==> src/rtl/mem_port_arbiter.sv <==
// -----------------------------------------------------------------------------
// mem_port_arbiter
//
// Shares the single unified memory port between the instruction-fetch stage
// (IF) and the load/store stage (D). Data requests win by default. A
// starvation counter forces a fetch grant after MAX_D_WINS consecutive data
// grants taken while IF was waiting. Once a requester is selected, the choice
// is locked until memory accepts it. The arbiter then tracks the single
// outstanding transaction and routes the response back to its owner.
//
// Optional feature (macro MEM_ARB_PERF_EN):
//   Adds free-running 32-bit stall counters if_stall_cnt / d_stall_cnt.
//   Each counter counts cycles in which its requester has req=1 and gnt=0.
//
// Ports:
//   clk, reset            clock; asynchronous active-low reset
//   if_req/if_addr        fetch request in; if_gnt, if_rvalid, if_rdata out
//   d_req/d_we/d_addr/
//   d_wdata/d_be          data request in; d_gnt, d_rvalid, d_rdata out
//   mem_req/mem_we/
//   mem_addr/mem_wdata/
//   mem_be                memory request out
//   mem_gnt/mem_rvalid/
//   mem_rdata             memory handshake and response in
//   if_stall_cnt,
//   d_stall_cnt           (MEM_ARB_PERF_EN only) stall cycle counters
// -----------------------------------------------------------------------------
module mem_port_arbiter #(
    parameter int unsigned AW         = 32,
    parameter int unsigned DW         = 32,
    parameter int unsigned MAX_D_WINS = 4,
    parameter int unsigned CW         = 3
) (
    input  logic            clk,
    input  logic            reset,
    // fetch requester
    input  logic            if_req,
    input  logic [AW-1:0]   if_addr,
    output logic            if_gnt,
    output logic            if_rvalid,
    output logic [DW-1:0]   if_rdata,
    // data requester
    input  logic            d_req,
    input  logic            d_we,
    input  logic [AW-1:0]   d_addr,
    input  logic [DW-1:0]   d_wdata,
    input  logic [DW/8-1:0] d_be,
    output logic            d_gnt,
    output logic            d_rvalid,
    output logic [DW-1:0]   d_rdata,
    // memory port
    output logic            mem_req,
    output logic            mem_we,
    output logic [AW-1:0]   mem_addr,
    output logic [DW-1:0]   mem_wdata,
    output logic [DW/8-1:0] mem_be,
    input  logic            mem_gnt,
    input  logic            mem_rvalid,
    input  logic [DW-1:0]   mem_rdata
`ifdef MEM_ARB_PERF_EN
    ,
    output logic [31:0]     if_stall_cnt,
    output logic [31:0]     d_stall_cnt
`endif
);

    typedef enum logic [1:0] {
        IDLE,
        ISSUE,
        WAIT_RESP
    } state_e;

    typedef enum logic {
        OWN_IF,
        OWN_D
    } owner_e;

    localparam logic [CW-1:0] MAX_W = CW'(MAX_D_WINS);

    state_e          state_q, state_d;
    owner_e          owner_q, owner_d;
    logic            store_q, store_d;   // latched op of the D transaction
    logic [CW-1:0]   win_q,   win_d;     // consecutive D wins while IF waited

    logic            sel_d_idle;
    logic            cur_d;
    logic            req_active;
    logic            gnt_fire;
    logic            rsp_fire;

    // -------------------------------------------------------------------------
    // Selection and combinational request path
    // -------------------------------------------------------------------------
    always_comb begin
        // D wins unless IF is waiting and D has already used its quota.
        sel_d_idle = d_req && (!if_req || (win_q < MAX_W));

        // In IDLE the selection is live; afterwards it is frozen in owner_q.
        cur_d = (state_q == IDLE) ? sel_d_idle : (owner_q == OWN_D);

        // Gating with reset keeps every output at 0 while reset is asserted,
        // even though the IDLE request path is purely combinational.
        req_active = reset &&
                     ((state_q == IDLE)  ? (if_req || d_req) :
                      (state_q == ISSUE));

        gnt_fire = req_active && mem_gnt;

        // Responses are only accepted while a transaction is outstanding;
        // a stray mem_rvalid in IDLE or ISSUE is dropped.
        rsp_fire = reset && (state_q == WAIT_RESP) && mem_rvalid;
    end

    always_comb begin
        mem_req   = req_active;
        mem_we    = 1'b0;
        mem_addr  = '0;
        mem_wdata = '0;
        mem_be    = '0;
        if (req_active) begin
            if (cur_d) begin
                mem_we    = d_we;
                mem_addr  = d_addr;
                mem_wdata = d_wdata;
                mem_be    = d_be;
            end else begin
                mem_addr  = if_addr;
            end
        end

        if_gnt = gnt_fire && !cur_d;
        d_gnt  = gnt_fire &&  cur_d;

        if_rvalid = rsp_fire && (owner_q == OWN_IF);
        d_rvalid  = rsp_fire && (owner_q == OWN_D);
        if_rdata  = if_rvalid ? mem_rdata : '0;
        d_rdata   = (d_rvalid && !store_q) ? mem_rdata : '0;
    end

    // -------------------------------------------------------------------------
    // Next-state logic
    // -------------------------------------------------------------------------
    always_comb begin
        state_d = state_q;
        owner_d = owner_q;
        store_d = store_q;
        win_d   = win_q;

        case (state_q)
            IDLE: begin
                if (req_active) begin
                    owner_d = cur_d ? OWN_D : OWN_IF;
                    store_d = cur_d && d_we;
                    state_d = mem_gnt ? WAIT_RESP : ISSUE;
                end
            end
            ISSUE: begin
                if (mem_gnt) begin
                    // d_we is held stable until d_gnt, so relatching is safe.
                    store_d = (owner_q == OWN_D) && d_we;
                    state_d = WAIT_RESP;
                end
            end
            WAIT_RESP: begin
                if (mem_rvalid) begin
                    state_d = IDLE;
                end
            end
            default: begin
                state_d = IDLE;
            end
        endcase

        if (if_gnt) begin
            win_d = '0;
        end else if (d_gnt) begin
            if (if_req) begin
                if (win_q != '1) begin
                    win_d = win_q + 1'b1;
                end
            end else begin
                win_d = '0;
            end
        end
    end

    always_ff @(posedge clk or negedge reset) begin
        if (!reset) begin
            state_q <= IDLE;
            owner_q <= OWN_IF;
            store_q <= 1'b0;
            win_q   <= '0;
        end else begin
            state_q <= state_d;
            owner_q <= owner_d;
            store_q <= store_d;
            win_q   <= win_d;
        end
    end

`ifdef MEM_ARB_PERF_EN
    // -------------------------------------------------------------------------
    // Stall counters (wrap at 2^32)
    // -------------------------------------------------------------------------
    logic [31:0] if_stall_q, if_stall_d;
    logic [31:0] d_stall_q,  d_stall_d;

    always_comb begin
        if_stall_d = if_stall_q;
        d_stall_d  = d_stall_q;
        if (if_req && !if_gnt) begin
            if_stall_d = if_stall_q + 32'd1;
        end
        if (d_req && !d_gnt) begin
            d_stall_d = d_stall_q + 32'd1;
        end
    end

    always_ff @(posedge clk or negedge reset) begin
        if (!reset) begin
            if_stall_q <= '0;
            d_stall_q  <= '0;
        end else begin
            if_stall_q <= if_stall_d;
            d_stall_q  <= d_stall_d;
        end
    end

    assign if_stall_cnt = reset ? if_stall_q : '0;
    assign d_stall_cnt  = reset ? d_stall_q  : '0;
`endif

endmodule

==> config.mk <==
export PLATFORM = sky130hd
export DESIGN_NAME = mem_port_arbiter
export DESIGN_NICKNAME = d
export VERILOG_FILES = /design/src/rtl/mem_port_arbiter.sv
export SDC_FILE = /design/constraint.sdc
export NUM_CORES = 1
export LEC_CHECK = 0
export ABC_AREA = 1
export ABC_CLOCK_PERIOD_IN_PS = 1360
export BUFFER_PORTS_ARGS = -buffer_cell sky130_fd_sc_hd__clkbuf_2
export CAP_MARGIN = 20
export CORE_AREA = 2 2 108 110
export DETAILED_ROUTE_END_ITERATION = 8
export DIE_AREA = 0 0 110 112
export SYNTH_ARGS = -nofsm -noshare
export SYNTH_HDL_FRONTEND = slang
export SYNTH_SLANG_ARGS = --single-unit
==> constraint.sdc <==
create_clock -name clk -period 1.36 [get_ports clk]
set_clock_uncertainty 0.05 [all_clocks]
set_input_delay 0.136 -clock clk [delete_from_list [all_inputs] [get_ports clk]]
set_output_delay 0.136 -clock clk [all_outputs]
set_load 0.01 [all_outputs]
### Word-level counts from Yosys, hierarchy flattened

Cells that the tools add are included.

| operators by class | value |
|---|---|
| add/sub/neg operators | 1 |
| order comparisons | 1 |
| equality and inequality tests | 7 |
| multiplexer cells | 25 |
| bitwise logic cells | 1 |
| reduce and logical (&&, ||, !) cells | 24 |

Operators by type and width:

| cell | number |
|---|---|
| 32-bit 2-to-1 mux | 6 |
| 1-bit logical AND | 12 |
| 3-bit 2-to-1 mux | 4 |
| 2-bit 2-to-1 mux | 4 |
| 4-bit 2-to-1 mux | 2 |
| 1-bit 2-to-1 mux | 7 |
| 2-bit != test (second input constant) | 3 |
| 2-bit case mux with 3 select lines | 1 |
| 3-bit AND reduction | 2 |
| 2-bit AND reduction | 2 |
| 2-bit nonzero test | 2 |
| 3-bit by 1-bit adder with 3-bit output (second input constant) | 1 |
| 1-bit logical NOT | 3 |
| 3-bit less-than comparator (second input constant) | 1 |
| 3-bit by 1-bit != test with 1-bit output (second input constant) | 1 |
| 3-bit != test (second input constant) | 1 |
| 2-bit by 1-bit equality test with 1-bit output (second input constant) | 1 |
| 2-bit equality test (second input constant) | 1 |
| 2-bit logical NOT | 1 |
| 1-bit logical OR | 2 |
| 1-bit case mux with 2 select lines | 1 |
| 1-bit NOT | 1 |

| word-level totals | value |
|---|---|
| flip-flop bits (word level) | 7 |
| input port bits | 139 |
| logic and storage cells | 63 |

### Longest topological paths before layout

Gate-level depths: netlist (run 1).

| depth | value |
|---|---|
| word-level depth | 8 |
| mapped depth | 8 |
| mapped depth without buffers | 7 |

### Least setup slack after synthesis (run 1)

OpenSTA, ideal clock, no wires.

| timing path | value |
|---|---|
| kind | reg-to-output |
| start | reg state_q[0] |
| end | out d_rdata[11] |
| arrival time | 1.292 ns |
| setup slack | -0.118 ns |
| cell stages (with the launch flop) | 7 |
| buffers on the path | 1 |
| cells stage by stage | dfrtp_1 > inv_1 > nand2_1 > nor4_4 > nand2_2 > buf_6 > nor2_1 |

| on the way | value |
|---|---|
| cells in the longest elaborated chain, start to end | 6 |

Ends and longest elaborated chain:

| element | RTL line | RTL |
|---|---|---|
| from (decl) | 80 | `state_e state_q, state_d;` |
| from (signal assigned) | 194 | `state_q <= state_d;` |
| 2-bit equality test | 111 | `rsp_fire = reset && (state_q == WAIT_RESP) && mem_rvalid;` |
| 1-bit logical AND (2 in series) | 111 |  |
| 1-bit logical AND | 135 | `d_rvalid = rsp_fire && (owner_q == OWN_D);` |
| net d_rvalid | 49 | `output logic d_rvalid,` |
| 1-bit logical AND | 137 | `d_rdata = (d_rvalid && !store_q) ? mem_rdata : '0;` |
| 32-bit 2-to-1 mux | 137 |  |
| to (decl) | 50 | `output logic [DW-1:0] d_rdata,` |

The timed path passes the listed nets, and every way through them passes these cells.

### Final worst setup path (run 1)

| timing path | value |
|---|---|
| start | reg state_q[0] |
| end | out d_rdata[25] |

| on the way | value |
|---|---|
| cells in the longest elaborated chain, start to end | 6 |

Ends and longest elaborated chain:

| element | RTL line |
|---|---|
| 2-bit equality test | 111 |
| 1-bit logical AND (2 in series) | 111 |
| 1-bit logical AND | 135 |
| 1-bit logical AND | 137 |
| 32-bit 2-to-1 mux | 137 |

No other way between the ends.

==> results.cfg, run 1 <==
[run]
maxCapViolations = 0

[detailed_routing]
wl_per_cell_um = 12.97
detail-route-antenna-nets = 0
dr.pass1.iters = 4
wirelength_um = 10430
routed_via_density = 4.102
dr.first_iter.drc_count = 69
drcViolationCount = 0
num_vias = 3298

[power]
power_mw = 6.146
vdd.ir_drop.worst_v = 0.0007975
powerDensity_nw_per_um2 = 1302
swShare_pct = 49.90
leakagePower_nw = 2.607
internal_power_mw = 3.079
power_frac_comb_pct = 85.4
clkPwrFrac_pct = 8.4
p_switching_mw = 3.067
seq_power_share_pct = 6.2

[sta]
min_period_over_period_pct = 137.1
fin_setup_tns_ps = -58110
rsz0062_at_grt = yes
setup_viol = 145
worst_hold_slack_ps = 74.17
setup_ws_ps = -505.1
slew_headroom_pct = 79.61
fmax_mhz = 536.2
fin_crit_ps = 1865
slew_violations = 0
finalHoldViolCount = 0
worst_pin_slew_ps = 303.6

[run_status]
violations = negative setup slack
status = finished with violations

[die]
die_w_um = 110
io_pins = 277
core_area_um2 = 11170
die_y_um = 112
start_util_pct = 14.96
die-area_um2 = 12320
rows = 39

[synthesis]
synth_top_family_by_area = simple AND/OR/NAND/NOR gates
muxShareOfSynthArea_pct = 0
synth_xor_xnor_area_share_pct = 0
synth-simple-area-share_pct = 53.82
netlist_instances = 354
synth.avg_cell_area_um2 = 4.722
synth_fa_ha_area_share_pct = 1.497
synthDistinctLibCells = 20
ys_ff_latch = 7
seq_area_frac_synth_pct = 10.48
synth_ff_type = dfrtp_1
syn-num-nets = 495
netlist_area_um2 = 1672
synth-compound-area-share_pct = 13.77
async_flop_share_pct = 100.0
synth_edf_count = 0
yosysWarnings = 0

[layout]
syn_to_final_growth_pct = 182.4
mostFrequentLayoutCell = clkbuf_2
final_cell_mix = clkbuf_2 (213), nand2_1 (87), nor2_2 (55), inv_1 (45), nor2_4 (37)
final_cells = 804
drive_gt1_share_pct = 73.98
fin_nets = 803
n_antenna_cell = 0

[setup_path]
startpoint_type = register
crit_chain = inv_2 -> nand2_8 -> nor4_4 -> nand2_4 -> clkbuf_16 -> nor2_2 -> buf_2
critPathCaptureType = primary output
critical_path.max_stage_delay_ps = 400
timing.rr.start = state_q[1]$_DFFE_PN0P_
crit_type = reg -> out
cp-startpoint = state_q[0]$_DFFE_PN0P_
path_buf_inv = 3
critPathMaxFanout = 8
crit_family = simple AND/OR/NAND/NOR gates
slowest_stage = dfrtp_1
cp.required_ps = 1170
crit_arrival_ps = 1680

[worst_hold_path]
min_from = mem_gnt
hold_class = in -> reg

[global_routing]
grt_pass1_wl_um = 12980
overflow = 0
grt_usage_pct = 12.92
grt_pass1_vias = 2844
antenna_found_initial = 0
grt_max_degree = 37

[clock_tree]
htree_num_levels = 1
clkSlewWorstSetupHoldPaths_ps = 40
cts_root_buf = clkbuf_16
cts_buffer_depth = 2
cts_inserted_buffers = 3
cts.sinks = 7
clk_latency_ps = 230
cts_tree = done

[placement]
io_buffers = 276
dp_cells = 778
gp_congestion = 0.8075
place_ws_ps = -257.4
hpwl_um = 7247
[logic make-up after synthesis]
logic type,count (synthesis)
AND/OR/NAND/NOR,228
AO/OA/AOI/OAI,43
flip-flops,7
buffers and inverters,74
adder cells (fa/ha/maj),2
[registers in the layout (all words and copies together) (netlist names)]
signal and flops:
win_q 3, state_q 2, owner_q 1, store_q 1
[metal layers]
layer  wire length, um  GRT usage [%]  vias to the layer above  share of wire (%)
met5                 0              0                        -                  0
met4                40          1.857                        0               0.38
met3               857          1.464                        2                8.2
met2              5907          26.83                      172                 57
met1              3624          13.54                     1450                 35
li1                  -              -                     1674                  -
[final timing paths]
check	end	slack (ps)	cells after the start
worst min register to register	store_q$_DFFE_PN0P_	500	2
worst min-delay path	state_q[0]$_DFFE_PN0P_	70	2
worst max-delay path	d_rdata[25]	-510	7
max in group asynchronous	state_q[1]$_DFFE_PN0P_	790	3
min in group asynchronous	win_q[2]$_DFFE_PN0P_	330	3
worst max register to register	state_q[0]$_DFFE_PN0P_	-190	7
[final cells by class]
| type | instances | area [um^2] |
|---|---|---|
| clock buffers | 4 | 78.83 |
| repair buffers | 326 | 2277 |
| fillers | 1122 | 6454 |
| multi-input cells | 274 | 1808 |
| well taps | 143 | 178.9 |
| flip-flops and latches | 7 | 177.7 |
| inverters | 50 | 200.2 |
[worst reg2reg max path: stages, from the launching register on]
cell,delay (ps)
dfrtp_2,430
buf_4,160
nor2_4,200
nand2_4,130
buf_12,170
nand2_1,110
inv_1,70
nor3_1,140
[Yosys cell counts (2+ instances only)]
cell	count	area, um^2
a31oi_1	2	12.51
o2111ai_1	3	26.28
inv_1	49	183.9
ha_1	2	25.02
dfrtp_1	7	175.2
buf_2	9	45.04
nor4_4	2	42.54
buf_6	5	56.30
nand2_1	114	427.9
nor2_1	107	401.6
a21oi_1	33	165.2
nand3_1	2	10.01
buf_4	4	30.03
o21ai_0	4	20.02
clkbuf_1	6	22.52
[power groups by stage]
stage | combinational (mW) | sequential, mW | clock (mW)
4_1_cts | 4.23 | 0.366 | 0.518
6_report | 5.25 | 0.380 | 0.514
5_1_grt | 5.73 | 0.392 | 0.539
3_5_place_dp | 3.87 | 0.362 | 0
3_3_place_gp | 3.87 | 0.362 | 0
2_1_floorplan | 2.65 | 0.359 | 0
[metrics by stage]
stage / instance area [um^2] / util, %
after CTS: 4061 / 36.35
after detailed placement: 3840 / 34.36
after global routing: 4721 / 42.25
after floorplan: 2200 / -
after global placement: 3840 / 34.36
final: 4721 / 42.25
[repair_timing]
item	in CTS	in global routing
cloned	2	14
hold endpoints to repair	7	0
setup buffers	3	2
resized for setup	25	141
pin swaps	1	2
hold buffers	1	0
endpoints found under the setup margin	145	145
No activity file was read; power rests on OpenSTA's default activity.
==> run 2: changes to the inputs <==
--- a/config.mk
+++ b/config.mk
@@ -5,7 +5,6 @@
 export SDC_FILE = /design/constraint.sdc
 export NUM_CORES = 1
 export LEC_CHECK = 0
-export ABC_AREA = 1
 export ABC_CLOCK_PERIOD_IN_PS = 1360
 export BUFFER_PORTS_ARGS = -buffer_cell sky130_fd_sc_hd__clkbuf_2
 export CAP_MARGIN = 20
==> run 2 against run 1 <==
Net effect: the run still ends with negative setup slack left; global-route usage is 0.055 points lower; sequential power is 12% lower; die area stayed put; flip-flop and latch count stayed put; wire length is 17% lower; fmax is 2.8% lower; register-to-register slack worse by 350 ps; critical endpoint is now mem_be[3]; largest cell class unchanged.
==> results.cfg, run 2 <==
[run_status]
status = finished with violations
violations = negative setup slack

[layout]
fin_nets = 704
syn_to_final_growth_pct = 171.1
regMostFlops = win_q
drive_gt1_share_pct = 78.65
final_cell_mix = clkbuf_2 (238), nand2_1 (55), and2_1 (34)
final_core_util_pct = 38.91
reg_top3 = win_q: 3 flops, state_q: 2 flops
mostFrequentLayoutCell = clkbuf_2
largest_reg_flops = 3
n_fill_cell = 1173
n_antenna_cell = 0

[synthesis]
synth_edf_count = 0
netlist_area_um2 = 1604
yosysWarnings = 0
synth_ff_type = dfrtp_1
seq_area_frac_synth_pct = 10.92
synth.avg_cell_area_um2 = 5.963
synth.area.top_cells = and2_1 (26%), nand2_1 (16%), and3_1 (15%), dfrtp_1 (11%), a21oi_1 (10%)
synthDistinctLibCells = 30
netlist_instances = 269
yosysTopAreaCellShare_pct = 25.74
syn-num-nets = 410
post-synth-top-count-cell = nand2_1
yosys.area.top_type = and2_1
ys_top_cells_by_count = nand2_1 (69), and2_1 (66), and3_1 (38), a21oi_1 (32), clkbuf_1 (16)
async_flop_share_pct = 100.0
ys_ff_latch = 7

[clock_tree]
clkSlewWorstSetupHoldPaths_ps = 40
cts_tree = done
clk_latency_ps = 230
htree_num_levels = 1
cts.sinks = 7
cts_root_buf = clkbuf_16
cts_inserted_buffers = 3
cts_buffer_depth = 2

[global_routing]
antenna_found_initial = 0
grt_pass1_wl_um = 12780
gr-max-usage-layer = met2
met2_usage_pct = 24.54
grt_usage_pct = 12.87
grt_max_degree = 34
overflow = 0
gr-usage-met3_pct = 2.518
grt_pass1_vias = 2768
grt_util_met1_pct = 14.61

[sta]
rsz0062_at_grt = yes
fin_setup_tns_ps = -68910
slew_violations = 0
min_period_over_period_pct = 141.2
setup_viol = 145
fmax_mhz = 520.9
worst_pin_slew_ps = 308.5
fin_crit_ps = 1920
finalHoldViolCount = 0
slew_headroom_pct = 79.39
setup_ws_ps = -559.7

[die]
core_area_um2 = 11170
die-area_um2 = 12320
io_pins = 277
start_util_pct = 14.35
rows = 39
die_y_um = 112
die_w_um = 110

[setup_path]
timing.rr.start = state_q[0]$_DFFE_PN0P_
critPathCaptureType = primary output
crit_type = reg -> out
critPathMaxFanout = 20
crit_arrival_ps = 1730
reg2reg_slack_ps = -540
startpoint_type = register
r2r-end = win_q[1]$_DFFE_PN0P_
cp.required_ps = 1170
reg2regPathDepth = 7

[detailed_routing]
routed_via_density = 4.189
dr.pass1.iters = 4
dr.first_iter.drc_count = 113
detail-route-antenna-nets = 0
drcViolationCount = 0
wirelength_um = 8608
num_vias = 2953
wl_per_cell_um = 12.21

[power]
clkPwrFrac_pct = 12.5
seq_power_share_pct = 8.5
swShare_pct = 42.96
internal_power_mw = 2.263
p_switching_mw = 1.705
leakagePower_nw = 2.401
vdd.ir_drop.worst_v = 0.0006221
power_mw = 3.968
powerDensity_nw_per_um2 = 912.6
power_frac_comb_pct = 79.1

[placement]
hpwl_um = 6867
gp_congestion = 0.7605
io_buffers = 276

[worst_hold_path]
hold_class = in -> async

[run]
maxCapViolations = 0
==> run 2: cell types whose count changed after synthesis, moves of 3 or more <==
cell       previous run  this run
buf_6                 5         0
buf_2                 9         5
nor2_1              107         5
nand2_1             114        69
and2_1                0        66
clkbuf_1              6        16
inv_1                49         1
o2111ai_1             3         0
nor2b_1               0         3
and3_1                0        38
==> run 2: cell type report <==
class	count	area [um^2]	share of cell area, %
clock buffer	4	78.83	1.813
inverter	2	10.01	0.2302
multi-input combinational	234	1784	41.04
sequential	7	176.4	4.058
tap	143	178.9	4.115
timing repair buffer	315	2120	48.75
==> run 2: power groups by stage <==
stage                     Clock (mW)  Sequential [mW]  Combinational [mW]
after CTS                      0.506            0.337                2.98
after detailed placement           0            0.341                2.64
after global placement             0            0.338                2.64
after global routing           0.526            0.348                3.41
after floorplan                    0            0.322                1.67
final                          0.495            0.336                3.14
==> run 2: per-stage QoR <==
step	hold slack [ps]	cell area, um^2	cells	setup WS (ps)
detailed placement	31.35	3764	692	-349.0
global placement	26.28	3764	692	-321.6
global route	37.56	4348	705	-633.9
floorplan	-209.6	2076	269	-186.8
CTS	80.68	4109	703	-574.0
finish	5.303	4348	705	-559.7
==> run 2: cells by family (layout without fill, tap and decap cells) <==
kind of cell / Yosys count / after routing / synth area share, %
flip-flops: 7 / 7 / 10.92
AND/OR/NAND/NOR: 184 / 184 / 60.45
buffers and inverters: 28 / 321 / 7.565
AO/OA/AOI/OAI: 45 / 45 / 17.47
adder cells (fa/ha/maj): 2 / 2 / 1.560
multiplexers: 3 / 3 / 2.028
==> run 2: timing repair <==
item                       CTS  global route
hold endpoints to repair     7             0
gates cloned                 2             2
hold buffers                 1             0
gates resized for setup     46            68
buffers inserted             4             1
pin swaps                    6             3
setup endpoints to repair  145           145
==> run 2: critical path, cell delays in order, from the launching register on <==
cell      delay [ps]
dfrtp_2          430
nor2_4           160
mux2_4           420
buf_12           190
and3_4           170
clkbuf_2         120
==> run 2: how the worst max path moves through the flow <==
stage	from	end	depth (start not counted)
4_1_cts	state_q[0]$_DFFE_PN0P_	d_rdata[31]	6
3_3_place_gp	state_q[0]$_DFFE_PN0P_	mem_we	5
6_report	state_q[0]$_DFFE_PN0P_	mem_be[3]	5
2_1_floorplan	state_q[0]$_DFFE_PN0P_	d_rdata[10]	6
3_5_place_dp	state_q[0]$_DFFE_PN0P_	mem_wdata[31]	5
5_1_grt	state_q[0]$_DFFE_PN0P_	mem_addr[8]	6
==> run 2: layer usage <==
layer | up-vias | part of all wire, %
met5 | - | 0
met4 | 0 | 0.27
met3 | 2 | 9.6
met2 | 161 | 53
met1 | 1309 | 37
li1 | 1481 | -
==> run 3: changes to the inputs <==
--- a/config.mk
+++ b/config.mk
@@ -11,6 +11,7 @@
 export CORE_AREA = 2 2 108 110
 export DETAILED_ROUTE_END_ITERATION = 8
 export DIE_AREA = 0 0 110 112
+export PLACE_DENSITY = 0.58
 export SYNTH_ARGS = -nofsm -noshare
 export SYNTH_HDL_FRONTEND = slang
 export SYNTH_SLANG_ARGS = --single-unit
==> run 3 against run 2 <==
Net effect: the run still ends with negative setup slack left; final area grew 6.8%; critical endpoint is now mem_wdata[27]; hold slack better by 86 ps; core utilization is 2.6 points higher; total power rose by 0.50%; count of clock-buffer cells in the layout is the same.
==> results.cfg, run 3 (synthesis results as in run 2) <==
[clock_tree]
cts_buffer_depth = 2
cts.sinks = 7
cts_inserted_buffers = 3
clkSlewWorstSetupHoldPaths_ps = 40
cts_tree = done
cts_root_buf = clkbuf_16
clk_latency_ps = 230
htree_num_levels = 1

[setup_path]
path_buf_inv = 4
reg2reg_slack_ps = -430
startpoint_type = register
r2r-end = win_q[1]$_DFFE_PN0P_
crit_family = buffers and inverters
crit_chain = buf_4 -> o311ai_4 -> inv_4 -> buf_12 -> and3_1 -> clkbuf_2
critPathMaxFanout = 17
cp.required_ps = 1170
reg2regPathDepth = 6
crit_type = reg -> out
slowest_stage = dfrtp_1
timing.rr.start = state_q[0]$_DFFE_PN0P_
critical_path.max_stage_delay_ps = 400
critPathCaptureType = primary output
crit_arrival_ps = 1720

[detailed_routing]
wirelength_um = 10270
wl_per_cell_um = 14.34
dr.pass1.iters = 4
routed_via_density = 4.272
num_vias = 3059
detail-route-antenna-nets = 0
met2WireLength_um = 5491
highest_layer = met4
drcViolationCount = 0
dr.first_iter.drc_count = 90
route.met3.wl_um = 774
wl_met1_um = 3939

[global_routing]
grt_usage_pct = 13.12
overflow = 0
antenna_found_initial = 0
grt_max_degree = 34
grt_pass1_vias = 2765
grt_pass1_wl_um = 12860

[layout]
final_cell_mix = clkbuf_2 (180), buf_6 (69), nand2_1 (66), and2_4 (63), buf_2 (32)
syn_to_final_growth_pct = 189.4
regArea_um2 = 176.4
drive_gt1_share_pct = 81.85
fin_nets = 715
final_cells = 716
mostFrequentLayoutCell = clkbuf_2
regMostFlops = win_q
largest_reg_flops = 3
n_fill_cell = 1101
n_antenna_cell = 0
multi_input_area_um2 = 1821
reg_top3 = win_q: 3 flops, state_q: 2 flops

[placement]
hpwl_um = 6877
place_ws_ps = -517.3
gp_congestion = 0.7809
dp_cells = 689
io_buffers = 276

[die]
io_pins = 277
die_y_um = 112
rows = 39
die_w_um = 110
core_area_um2 = 11170
die-area_um2 = 12320
start_util_pct = 14.35

[worst_hold_path]
min_from = d_we
hold-path-endpoint = store_q$_DFFE_PN0P_
hold_class = in -> reg
hold-path-cell-count = 3

[power]
powerDensity_nw_per_um2 = 859.1
leakagePower_nw = 2.545
vdd.ir_drop.worst_v = 0.0004958

[sta]
rsz0062_at_grt = yes
slew_headroom_pct = 74.86
slew_violations = 0
setup_ws_ps = -547.9
worst_pin_slew_ps = 375.9
min_period_over_period_pct = 140.3
fmax_mhz = 524.1
fin_crit_ps = 1908
finalHoldViolCount = 0
setup_viol = 145
fin_setup_tns_ps = -66590

[run]
maxCapViolations = 0

[run_status]
violations = negative setup slack
status = finished with violations
-- run 3: cell count changes in the layout (fill, tap and decap cells not counted), moves of 11 or more --
cell | before | now
and2_1 | 34 | 3
nand2_2 | 13 | 2
buf_2 | 7 | 32
nand2_1 | 55 | 66
and2_4 | 32 | 63
buf_6 | 29 | 69
clkbuf_2 | 238 | 180
-- run 3: layout make-up --
type                            instances  share of cell area [%]
Timing Repair Buffer                  323                   51.21
Clock buffer                            4                   1.698
Inverter                                2                  0.2156
Multi-Input combinational cell        237                   39.22
Tap cell                              143                   3.854
Sequential cell                         7                   3.801
-- run 3: metrics by stage --
| stage | power [mW] | area (um^2) | hold slack [ps] | utilization [%] |
|---|---|---|---|---|
| floorplan | 1.995 | 2076 | -209.6 | - |
| CTS | 3.624 | 3920 | 86.68 | 35.08 |
| global placement | 2.831 | 3682 | 23.99 | 32.95 |
| detailed placement | 2.906 | 3682 | 27.77 | 32.95 |
| finish | 3.988 | 4642 | 91.32 | 41.54 |
| global route | 4.281 | 4642 | 98.95 | 41.54 |
-- run 3: timing repair --
action | 4_1_cts | 5_1_grt
gates resized for setup | 22 | 204
hold endpoints to repair | 7 | 0
setup buffers | 7 | 3
cloned | 3 | 9
setup endpoints to repair | 145 | 145
hold buffers | 1 | 0
pin swaps | 21 | 52
-- run 3: power by group --
group | total, mW | internal (mW) | switching, mW
logic | 3.13 | 1.59 | 1.54
clock network | 0.499 | 0.390 | 0.109
registers | 0.359 | 0.271 | 0.0878
-- run 3: worst max-delay path by stage --
stage / from / endpoint / slack [ps] / cells after the start
after floorplan: state_q[0]$_DFFE_PN0P_ / d_rdata[10] / -190 / 6
after global placement: state_q[0]$_DFFE_PN0P_ / d_rdata[8] / -430 / 5
after detailed placement: state_q[0]$_DFFE_PN0P_ / d_rdata[8] / -520 / 5
after CTS: state_q[0]$_DFFE_PN0P_ / mem_addr[6] / -540 / 7
after global routing: state_q[1]$_DFFE_PN0P_ / mem_addr[11] / -610 / 7
final: state_q[0]$_DFFE_PN0P_ / mem_wdata[27] / -550 / 6
-- run 3: metal layers --
layer | up-vias | global-route usage [%]
met5 | - | 0
met4 | 0 | 2.194
met3 | 4 | 2.342
met2 | 156 | 25.44
met1 | 1396 | 14.66
li1 | 1503 | -
-- run 3: tightest hold or removal path, cell delays in order --
cell	delay, ps
clkbuf_2	90
nand2_2	50
o31ai_1	50
